$ cat config.mk
export PLATFORM = sky130hd
export DESIGN_NAME = instr_fetch
export DESIGN_NICKNAME = d
export VERILOG_FILES = /design/src/rtl/if_pkg.sv /design/src/rtl/if_id_reg.sv /design/src/rtl/instr_fetch.sv
export SDC_FILE = /design/constraint.sdc
export NUM_CORES = 1
export LEC_CHECK = 0
export BUFFER_PORTS_ARGS = -buffer_cell sky130_fd_sc_hd__buf_2
export CELL_PAD_IN_SITES_DETAIL_PLACEMENT = 0
export CELL_PAD_IN_SITES_GLOBAL_PLACEMENT = 1
export CORE_AREA = 5 5 118 120
export DETAILED_ROUTE_END_ITERATION = 12
export DIE_AREA = 0 0 123 125
export MAX_ROUTING_LAYER = met4
export PLACE_DENSITY_LB_ADDON = 0.1
export SLEW_MARGIN = 20
export SYNTH_ARGS = -nofsm -noshare
export SYNTH_HDL_FRONTEND = slang
export SYNTH_SLANG_ARGS = --single-unit
$ cat constraint.sdc
create_clock -name clk -period 4.2 [get_ports clk]
set_input_delay 0.42 -clock clk [delete_from_list [all_inputs] [get_ports clk]]
set_output_delay 0.42 -clock clk [all_outputs]
set_load 0.005 [all_outputs]
$ cat src/rtl/if_pkg.sv
`default_nettype none
// ============================================================================
// Module      : if_pkg
// Description : Shared constants and state encoding for the instruction
//               fetch stage (state codes, NOP word, PC step, memory size,
//               and the word-in-range helper).
// Revision    : 1.0 - initial release
// ============================================================================
package if_pkg;

    localparam int unsigned IF_MEM_SIZE = 128;
    localparam logic [31:0] NOP_INSTR   = 32'h0000_0000;
    localparam logic [31:0] PC_STEP     = 32'd4;

    // Fetch FSM state encoding
    typedef logic [0:0] if_state_t;
    localparam if_state_t c_ST_RUN  = 1'b0;
    localparam if_state_t c_ST_HALT = 1'b1;

    // A 4-byte word at addr fits if its last byte is inside memory.
    // addr + 3 wraps modulo 2^32 on purpose.
    function automatic logic if_word_in_range(input logic [31:0] addr,
                                              input int unsigned mem_size);
        logic [31:0] w_last_byte;
        logic [31:0] w_mem_last;
        w_last_byte = addr + 32'd3;
        w_mem_last  = 32'(mem_size - 1);
        return (w_last_byte <= w_mem_last);
    endfunction

endpackage
`default_nettype wire

$ cat src/rtl/if_id_reg.sv
`default_nettype none
// ============================================================================
// Module      : if_id_reg
// Description : IF/ID pipeline register. Bubble (or reset) clears it to a
//               NOP with valid low; load captures a fetched word and its
//               address; otherwise contents are held.
// Revision    : 1.0 - initial release
// ============================================================================
module if_id_reg (
    input  logic        clk,
    input  logic        rst,
    input  logic        i_load,
    input  logic        i_bubble,
    input  logic [31:0] i_instr,
    input  logic [31:0] i_pc,
    output logic [31:0] o_instr,
    output logic [31:0] o_pc,
    output logic [31:0] o_pc_plus4,
    output logic        o_valid
);
    import if_pkg::*;

    logic [31:0] r_instr;
    logic [31:0] r_pc;
    logic [31:0] r_pc_plus4;
    logic        r_valid;

    // Bubble outranks load; neither asserted means hold
    always_ff @(posedge clk) begin
        if (rst || i_bubble) begin
            r_instr    <= NOP_INSTR;
            r_pc       <= 32'h0;
            r_pc_plus4 <= 32'h0;
            r_valid    <= 1'b0;
        end else if (i_load) begin
            r_instr    <= i_instr;
            r_pc       <= i_pc;
            r_pc_plus4 <= i_pc + PC_STEP;
            r_valid    <= 1'b1;
        end
    end

    assign o_instr    = r_instr;
    assign o_pc       = r_pc;
    assign o_pc_plus4 = r_pc_plus4;
    assign o_valid    = r_valid;

endmodule
`default_nettype wire

$ cat src/rtl/instr_fetch.sv
`default_nettype none
// ============================================================================
// Module      : instr_fetch
// Description : Instruction fetch stage. Holds the PC, addresses the
//               instruction memory, fills the IF/ID register, and handles
//               stall, flush, branch redirect and end-of-memory halt.
//               Optional macro IF_ALIGN_CHECK_EN adds a sticky Fault output
//               for misaligned redirects.
// Revision    : 1.0 - initial release
// ============================================================================
module instr_fetch #(
    parameter int unsigned MEM_SIZE = 128,
    parameter logic [31:0] RESET_PC = 32'h0
) (
    input  logic        clk,
    input  logic        rst,
    input  logic        Stall,
    input  logic        Flush,
    input  logic        BranchTaken,
    input  logic [31:0] BranchTarget,
    output logic [31:0] InstrAddr,
    input  logic [31:0] Instr,
    output logic [31:0] IfIdInstr,
    output logic [31:0] IfIdPC,
    output logic [31:0] IfIdPCPlus4,
    output logic        IfIdValid,
    output logic        Halted
`ifdef IF_ALIGN_CHECK_EN
    ,
    output logic        Fault
`endif
);
    import if_pkg::*;

    if_state_t   r_state;
    if_state_t   w_state_nxt;
    logic [31:0] r_pc;
    logic [31:0] w_pc_nxt;
    logic        r_fault;
    logic        w_fault_set;
    logic        w_load;
    logic        w_bubble;
    logic        w_pc_in_range;
    logic        w_tgt_in_range;
    logic        w_misalign;
    logic [31:0] w_target;

    // Low two target bits are dropped; with the check enabled a misaligned
    // target never reaches the PC anyway.
    assign w_target       = BranchTarget & ~32'h3;
    assign w_pc_in_range  = if_word_in_range(r_pc, MEM_SIZE);
    assign w_tgt_in_range = if_word_in_range(w_target, MEM_SIZE);

`ifdef IF_ALIGN_CHECK_EN
    assign w_misalign = BranchTaken && (BranchTarget[1:0] != 2'b00);
    assign Fault      = r_fault;
`else
    assign w_misalign = 1'b0;
`endif

    // Next-state, next-PC and IF/ID control decode
    always_comb begin
        w_state_nxt = r_state;
        w_pc_nxt    = r_pc;
        w_load      = 1'b0;
        w_bubble    = 1'b0;
        w_fault_set = 1'b0;
        case (r_state)
            c_ST_RUN: begin
                if (w_pc_in_range) begin
                    if (Flush) begin
                        w_bubble = 1'b1;
                    end else if (!Stall) begin
                        w_load = 1'b1;
                    end
                    if (w_misalign) begin
                        w_fault_set = 1'b1;
                        w_state_nxt = c_ST_HALT;
                    end else if (BranchTaken) begin
                        w_pc_nxt = w_target;
                    end else if (!Stall) begin
                        w_pc_nxt = r_pc + PC_STEP;
                    end
                end else begin
                    // Nothing to fetch: feed bubbles and halt unless rescued
                    w_bubble = Flush || !Stall;
                    if (w_misalign) begin
                        w_fault_set = 1'b1;
                        w_state_nxt = c_ST_HALT;
                    end else if (BranchTaken && w_tgt_in_range) begin
                        w_pc_nxt = w_target;
                    end else begin
                        w_state_nxt = c_ST_HALT;
                    end
                end
            end
            c_ST_HALT: begin
                w_bubble = Flush || !Stall;
                if (w_misalign) begin
                    w_fault_set = 1'b1;
                end else if (BranchTaken && w_tgt_in_range && !r_fault) begin
                    w_pc_nxt    = w_target;
                    w_state_nxt = c_ST_RUN;
                end
            end
            default: begin
                w_state_nxt = c_ST_RUN;
            end
        endcase
    end

    // State, PC and sticky fault registers
    always_ff @(posedge clk) begin
        if (rst) begin
            r_state <= c_ST_RUN;
            r_pc    <= RESET_PC;
            r_fault <= 1'b0;
        end else begin
            r_state <= w_state_nxt;
            r_pc    <= w_pc_nxt;
            r_fault <= r_fault | w_fault_set;
        end
    end

    if_id_reg u_if_id_reg (
        .clk        (clk),
        .rst        (rst),
        .i_load     (w_load),
        .i_bubble   (w_bubble),
        .i_instr    (Instr),
        .i_pc       (r_pc),
        .o_instr    (IfIdInstr),
        .o_pc       (IfIdPC),
        .o_pc_plus4 (IfIdPCPlus4),
        .o_valid    (IfIdValid)
    );

    assign InstrAddr = r_pc;
    assign Halted    = (r_state == c_ST_HALT);

endmodule
`default_nettype wire

== After elaboration in Yosys (flattened, before gate mapping) ==
Index checks and enable logic that the tools add are counted.
Word-level totals
  input port bits: 69
  output and inout port bits: 130
  latch bits: 0
  memory bits (read-only): 0
  word-level logic and storage cells: 35
  register bits: 130
  bits in writable memories: 0
  memories kept: 0
Operators by class
  bitwise gates (word level): 1
  reductions and logical operators: 5
  order comparisons: 2
  equal/unequal tests: 3
  multiplexer cells: 15
  shift operators: 0
  div/mod/pow operators: 0
  add/sub/neg operators: 3
  multiply operators: 0
Operators by type and width (count)
  2-to-1 mux 32 bit: 4
  adder 32 x 2 -> 32 bit, second input constant: 2
  less-or-equal comparator 32 x 7 -> 1 bit, second input constant: 2
  one-hot mux 32 bit (2 select lines): 1
  adder 32 x 3 -> 32 bit, second input constant: 1
  2-to-1 mux 1 bit: 8
  inequality test 4 bit, second input constant: 1
  one-hot mux 1 bit (2 select lines): 2
  inequality test 3 bit, second input constant: 1
  AND reduction 3 bit: 1
  logical OR 1 bit: 2
  inequality test 2 x 1 -> 1 bit, second input constant: 1
  logical AND 1 bit: 1
  zero test 1 bit: 1
  NOT 1 bit: 1

== Depth between registers and ports, before layout ==
  depth after elaboration: 6
  gate-level depth with buffers: 7
  mapped depth without buffers: 6

== Hierarchy ==
Synthesis repeated with hierarchy kept, for this count alone.
Unflattened totals
  cells, all modules: 564
  area total of the unflattened synthesis: 5238.8 sq um
Modules (own cells, without submodules)
  if_id_reg: instances 1, cells an instance 393, area each 3793.6 sq um, sequential area each 1901.8 sq um
  instr_fetch: instances 1, cells an instance 171, area each 1445.1 sq um, sequential area each 620.6 sq um

== Worst setup path after synthesis ==
Ideal clock, no wire load.
  path type: register to register
  from: reg r_pc[20] (netlist: InstrAddr[20])
  to: reg u_if_id_reg.r_instr[16] (netlist: u_if_id_reg.o_instr[16])
  library setup time: 0.132 ns
  stages on the path, launching flop included: 8
  period minus slack after synthesis: 1.876 ns
  data required time: 4.068 ns
  data arrival time: 1.744 ns
  buffers on the path: 2
  path slack: 2.324 ns
  path through: dfxtp_1 > nor4_4 > nand4_4 > or4_1 > buf_4 > buf_6 > nand2_1 > a21oi_1
On the way
  longest elaborated chain between the ends: 5
  elaborated cells between the ends (all ways): 7
  those cells by class: add/sub: 1; order compare: 1; mux: 4; reduce/logical: 1
RTL lines
  start: declaration: line instr_fetch.sv:37  | logic [31:0] r_pc;
  start signal: assignment: line instr_fetch.sv:120  | r_pc <= w_pc_nxt;
  adder 32 x 2 -> 32 bit (*): line if_pkg.sv:26  | w_last_byte = addr + 32'd3;
  less-or-equal comparator 32 x 7 -> 1 bit (*): line if_pkg.sv:28  | return (w_last_byte <= w_mem_last);
  2-to-1 mux 1 bit: line instr_fetch.sv:70  | if (w_pc_in_range) begin
  one-hot mux 1 bit (2 select lines): line instr_fetch.sv:68  | case (r_state)
  logical OR 1 bit: line if_id_reg.sv:30  | if (rst || i_bubble) begin
  end signal: assignment: line if_id_reg.sv:36  | r_instr <= i_instr;
  end: declaration: line if_id_reg.sv:23  | logic [31:0] r_instr;
Mark *: on every way between the ends. The rest lies on a longest branch, timed or not.
A chain may end at the register's enable or synchronous reset.

== Worst setup path after layout ==
  from: reg r_pc[14] (netlist: InstrAddr[14])
  to: reg r_pc[2] (netlist: InstrAddr[2])
On the way
  longest elaborated chain between the ends: 4
  elaborated cells between the ends (all ways): 7
  those cells by class: add/sub: 1; order compare: 1; eq/ne: 2; mux: 2; reduce/logical: 1
RTL lines (line)
  adder 32 x 2 -> 32 bit (*): if_pkg.sv:26
  less-or-equal comparator 32 x 7 -> 1 bit (*): if_pkg.sv:28
  inequality test 4 bit (no line), or another cell as far along
  AND reduction 3 bit (no line) or one-hot mux 32 bit (2 select lines) (tied branches)
Marked as above.

==> summary.md <==
| Metric | Value |
|---|---|
| Status | finished clean |
| Clock skew | 0.00572 ns |
| Dominant combinational cell family by area after synthesis | simple AND/OR/NAND/NOR gates |
| # IOs | 199 |
| Crit-path max FO | 27 |
| Synth Area in Simple Gates | 0.242 |
| Worst-skew pair later-pin latency | 0.40 ns |
| Post-synthesis mux area share | 0.00446 |
| DR iter-0 viols | 269 |
| Worst Path Class, Setup | register to register |
| Crit path DAT | 2.79 ns |
| Final hold vios | 0 |
| RSZ-0062 raised after global routing | no |
| Core ar. | 12900 um2 |
| Slew headroom | 0.338 |
| # diodes | 0 |
| CTS Hold Buffers Added | 0 |
| Vias in the first global route | 4047 |
| Initial core utilization | 0.348 |
| Post-Synthesis Cells | 490 |
| TritonCTS clock tree | built |
| Seq/Total Area, Yosys | 0.553 |
| Drt total wl | 13300 um |
| Port Buffers | 190 |
| Die W | 123 um |
| Detailed-route DRC error count | 0 |
| Primary FF master, synth | dfxtp_1 |
| FP Rows | 42 |
| Detailed-route vias per instance | 4.88 |
| Post-DRT Antenna Nets | 0 |
| CP endpoint kind | register |
| GPL Wtd Cong | 0.822 |
| Synth Area in XOR/XNOR | 0.00781 |
| Fin crit share | 0.604 |
| EDFF count, synth | 0 |
| Critical R2R Capture | InstrAddr[2]$_SDFFE_PP0P_ |
| Yosys cell types | 43 |
| Commonest non-fill, non-tap cells in the layout | 190 x buf_2, 124 x dfxtp_1, 80 x nand2_1 |
| Final Instance Count excl. Fillers | 851 |
| Power Density | 532 nW/um2 |
| Worst Max-Slew Pin Slew | 0.993 ns |
| Share of layout cells above drive strength 1 | 0.348 |
| WL per Instance | 15.7 um |
| Crit Reg-Reg Startpoint | InstrAddr[14]$_SDFFE_PP0P_ |
| Max Cap Viol | 0 |
| Ys async rst share | 0 |
| Detail Placement HPWL | 9180 um |
| Pre-antenna DRT Iters | 5 |
| CTS root buf | clkbuf_16 |
| CTS H-Tree Depth | 4 |
| Synthesized cell area | 4490 um2 |
| First-pass GRT wire length | 21200 um |
| Worst Setup EP | InstrAddr[2]$_SDFFE_PP0P_ |
| Worst endpoint required time | 4.46 ns |
| Max Slew Vio Count | 0 |
| Maximum clock path buffer count | 2 |
| Dpl cells | 818 |
| Crit path time final | 2.54 ns |
| Worst-path clk slew | 0.05 ns |
| CP startpoint | InstrAddr[14]$_SDFFE_PP0P_ |
| Post-CTS Resized | 0 |
| Cell depth of the worst flop-to-flop path | 5 |
| Postcts setup bufs | 0 |
| Pleak | 2.82 nW |
| # clock sinks | 124 |
| Hold Worst Slack | 0.251 ns |
| Nets@finish | 732 |
| Die footprint | 15400 um2 |
| Compound-Gate Fraction of Synth Area | 0.134 |
| Vias post-DR | 4151 |
| Setup violators final | 0 |
| Initial antenna violation count | 0 |
| Fmax | 394 MHz |
| Worst setup SP type | register |
| Total number of yosys warnings | 0 |
| GRT overflow | 0 |
| Placed cell areas | 5510 um2 |
| Reg2reg setup slack | 1.66 ns |
| Synthesis-stage register bit count | 124 |
| Largest net degree at the start of global routing | 55 |
| Syn_area_per_cell | 9.16 um2 |
| VDD IR max | 0.000225 V |
| Most common cell after layout, fill and taps aside | buf_2 |
| TNS Setup | 0 ns |
| Area Overhead vs Synth | 35.6% |
| All-Layer GR Usage | 0.179 |
| Die Ht | 125 um |
| Min-Delay Path Class | input pin to register |
| Finished Cell Area | 6090 um2 |
| CTS Buf Count | 17 |
| Adder-Cell Fraction of Synth Area | 0.00279 |
[worst min path at each step]
| stage | start | end | cells past startpoint |
|---|---|---|---|
| finish | Instr[28] | u_if_id_reg.o_instr[28]$_SDFFE_PP0P_ | 3 |
| global placement | u_if_id_reg.o_instr[6]$_SDFFE_PP0P_ | u_if_id_reg.o_instr[6]$_SDFFE_PP0P_ | 2 |
| global route | Instr[28] | u_if_id_reg.o_instr[28]$_SDFFE_PP0P_ | 3 |
| floorplan | u_if_id_reg.o_instr[0]$_SDFFE_PP0P_ | u_if_id_reg.o_instr[0]$_SDFFE_PP0P_ | 2 |
| detailed placement | u_if_id_reg.o_instr[16]$_SDFFE_PP0P_ | u_if_id_reg.o_instr[16]$_SDFFE_PP0P_ | 2 |
| CTS | Instr[20] | u_if_id_reg.o_instr[20]$_SDFFE_PP0P_ | 3 |
[where the power goes]
group	internal [W]	switching (W)
logic	0.000214	0.000396
registers	0.00124	0.0000596
clock network	0.000840	0.000487
total	0.00230	0.000942
[cells by family (layout without fill, tap and decap cells)]
family / Yosys count / in the layout
flops: 124 / 124
other cells: 1 / 6
buf+inv: 51 / 231
simple gates: 197 / 197
fa+ha+maj: 1 / 1
mux: 2 / 2
xor+xnor: 4 / 4
compound gates: 110 / 110
[sequential cells by signal (all words and copies together), names as in the netlist]
register	flops
Halted	1
u_if_id_reg.o_instr	32
u_if_id_reg.o_pc	30
u_if_id_reg.o_pc_plus4	30
u_if_id_reg.o_valid	1
InstrAddr	30
[stage by stage]
step	power (W)	utilization	setup WS (ns)
after global placement	0.00192	0.428	1.65
after floorplan	0.00172	-	2.32
final	0.00324	0.473	1.66
after global routing	0.00342	0.473	1.55
after CTS	0.00327	0.470	1.69
after detailed placement	0.00193	0.428	1.58
[per-layer routing]
layer	track usage	vias up	wire length, um
met2	0.266	144	6150
li1	-	2065	-
met4	0.0573	0	117
met3	0.0547	9	867
met1	0.232	1933	6210
met5	-	-	0
[worst max-delay path, stage by stage (launching register included)]
cell and delay, ns:
dfxtp_1 0.34, nor4_4 0.37, and4_1 0.33, nand2_1 0.58, a2111oi_0 0.67, a211oi_1 0.09
[synth_stat cells, types with 2 or more instances]
library cell | count | area [um2]
a211oi_1 | 6 | 45.0
a21oi_1 | 67 | 335
and3_1 | 49 | 307
buf_2 | 5 | 25.0
buf_4 | 9 | 67.6
buf_6 | 2 | 22.5
clkbuf_1 | 32 | 120
dfxtp_1 | 124 | 2480
inv_1 | 3 | 11.3
mux2i_1 | 2 | 20.0
nand2_1 | 80 | 300
nand3_1 | 5 | 25.0
nand4_1 | 25 | 156
nor2_1 | 15 | 56.3
nor4_1 | 6 | 37.5
nor4_2 | 4 | 50.1
nor4_4 | 3 | 63.8
o21ai_0 | 20 | 100
o21ai_1 | 7 | 35.0
xnor2_1 | 2 | 17.5
xor2_1 | 2 | 17.5
[cell type report]
cell class / count / area (um2)
Sequential cell: 124 / 2480
Inverter: 3 / 11.3
Clock inverter: 7 / 65.1
Multi-Input combinational cell: 320 / 1820
Clock buffer: 25 / 475
Tap cell: 176 / 220
Fill cell: 1283 / 6790
Timing Repair Buffer: 196 / 1020
Note: power is estimated with default switching activity, not from simulation.
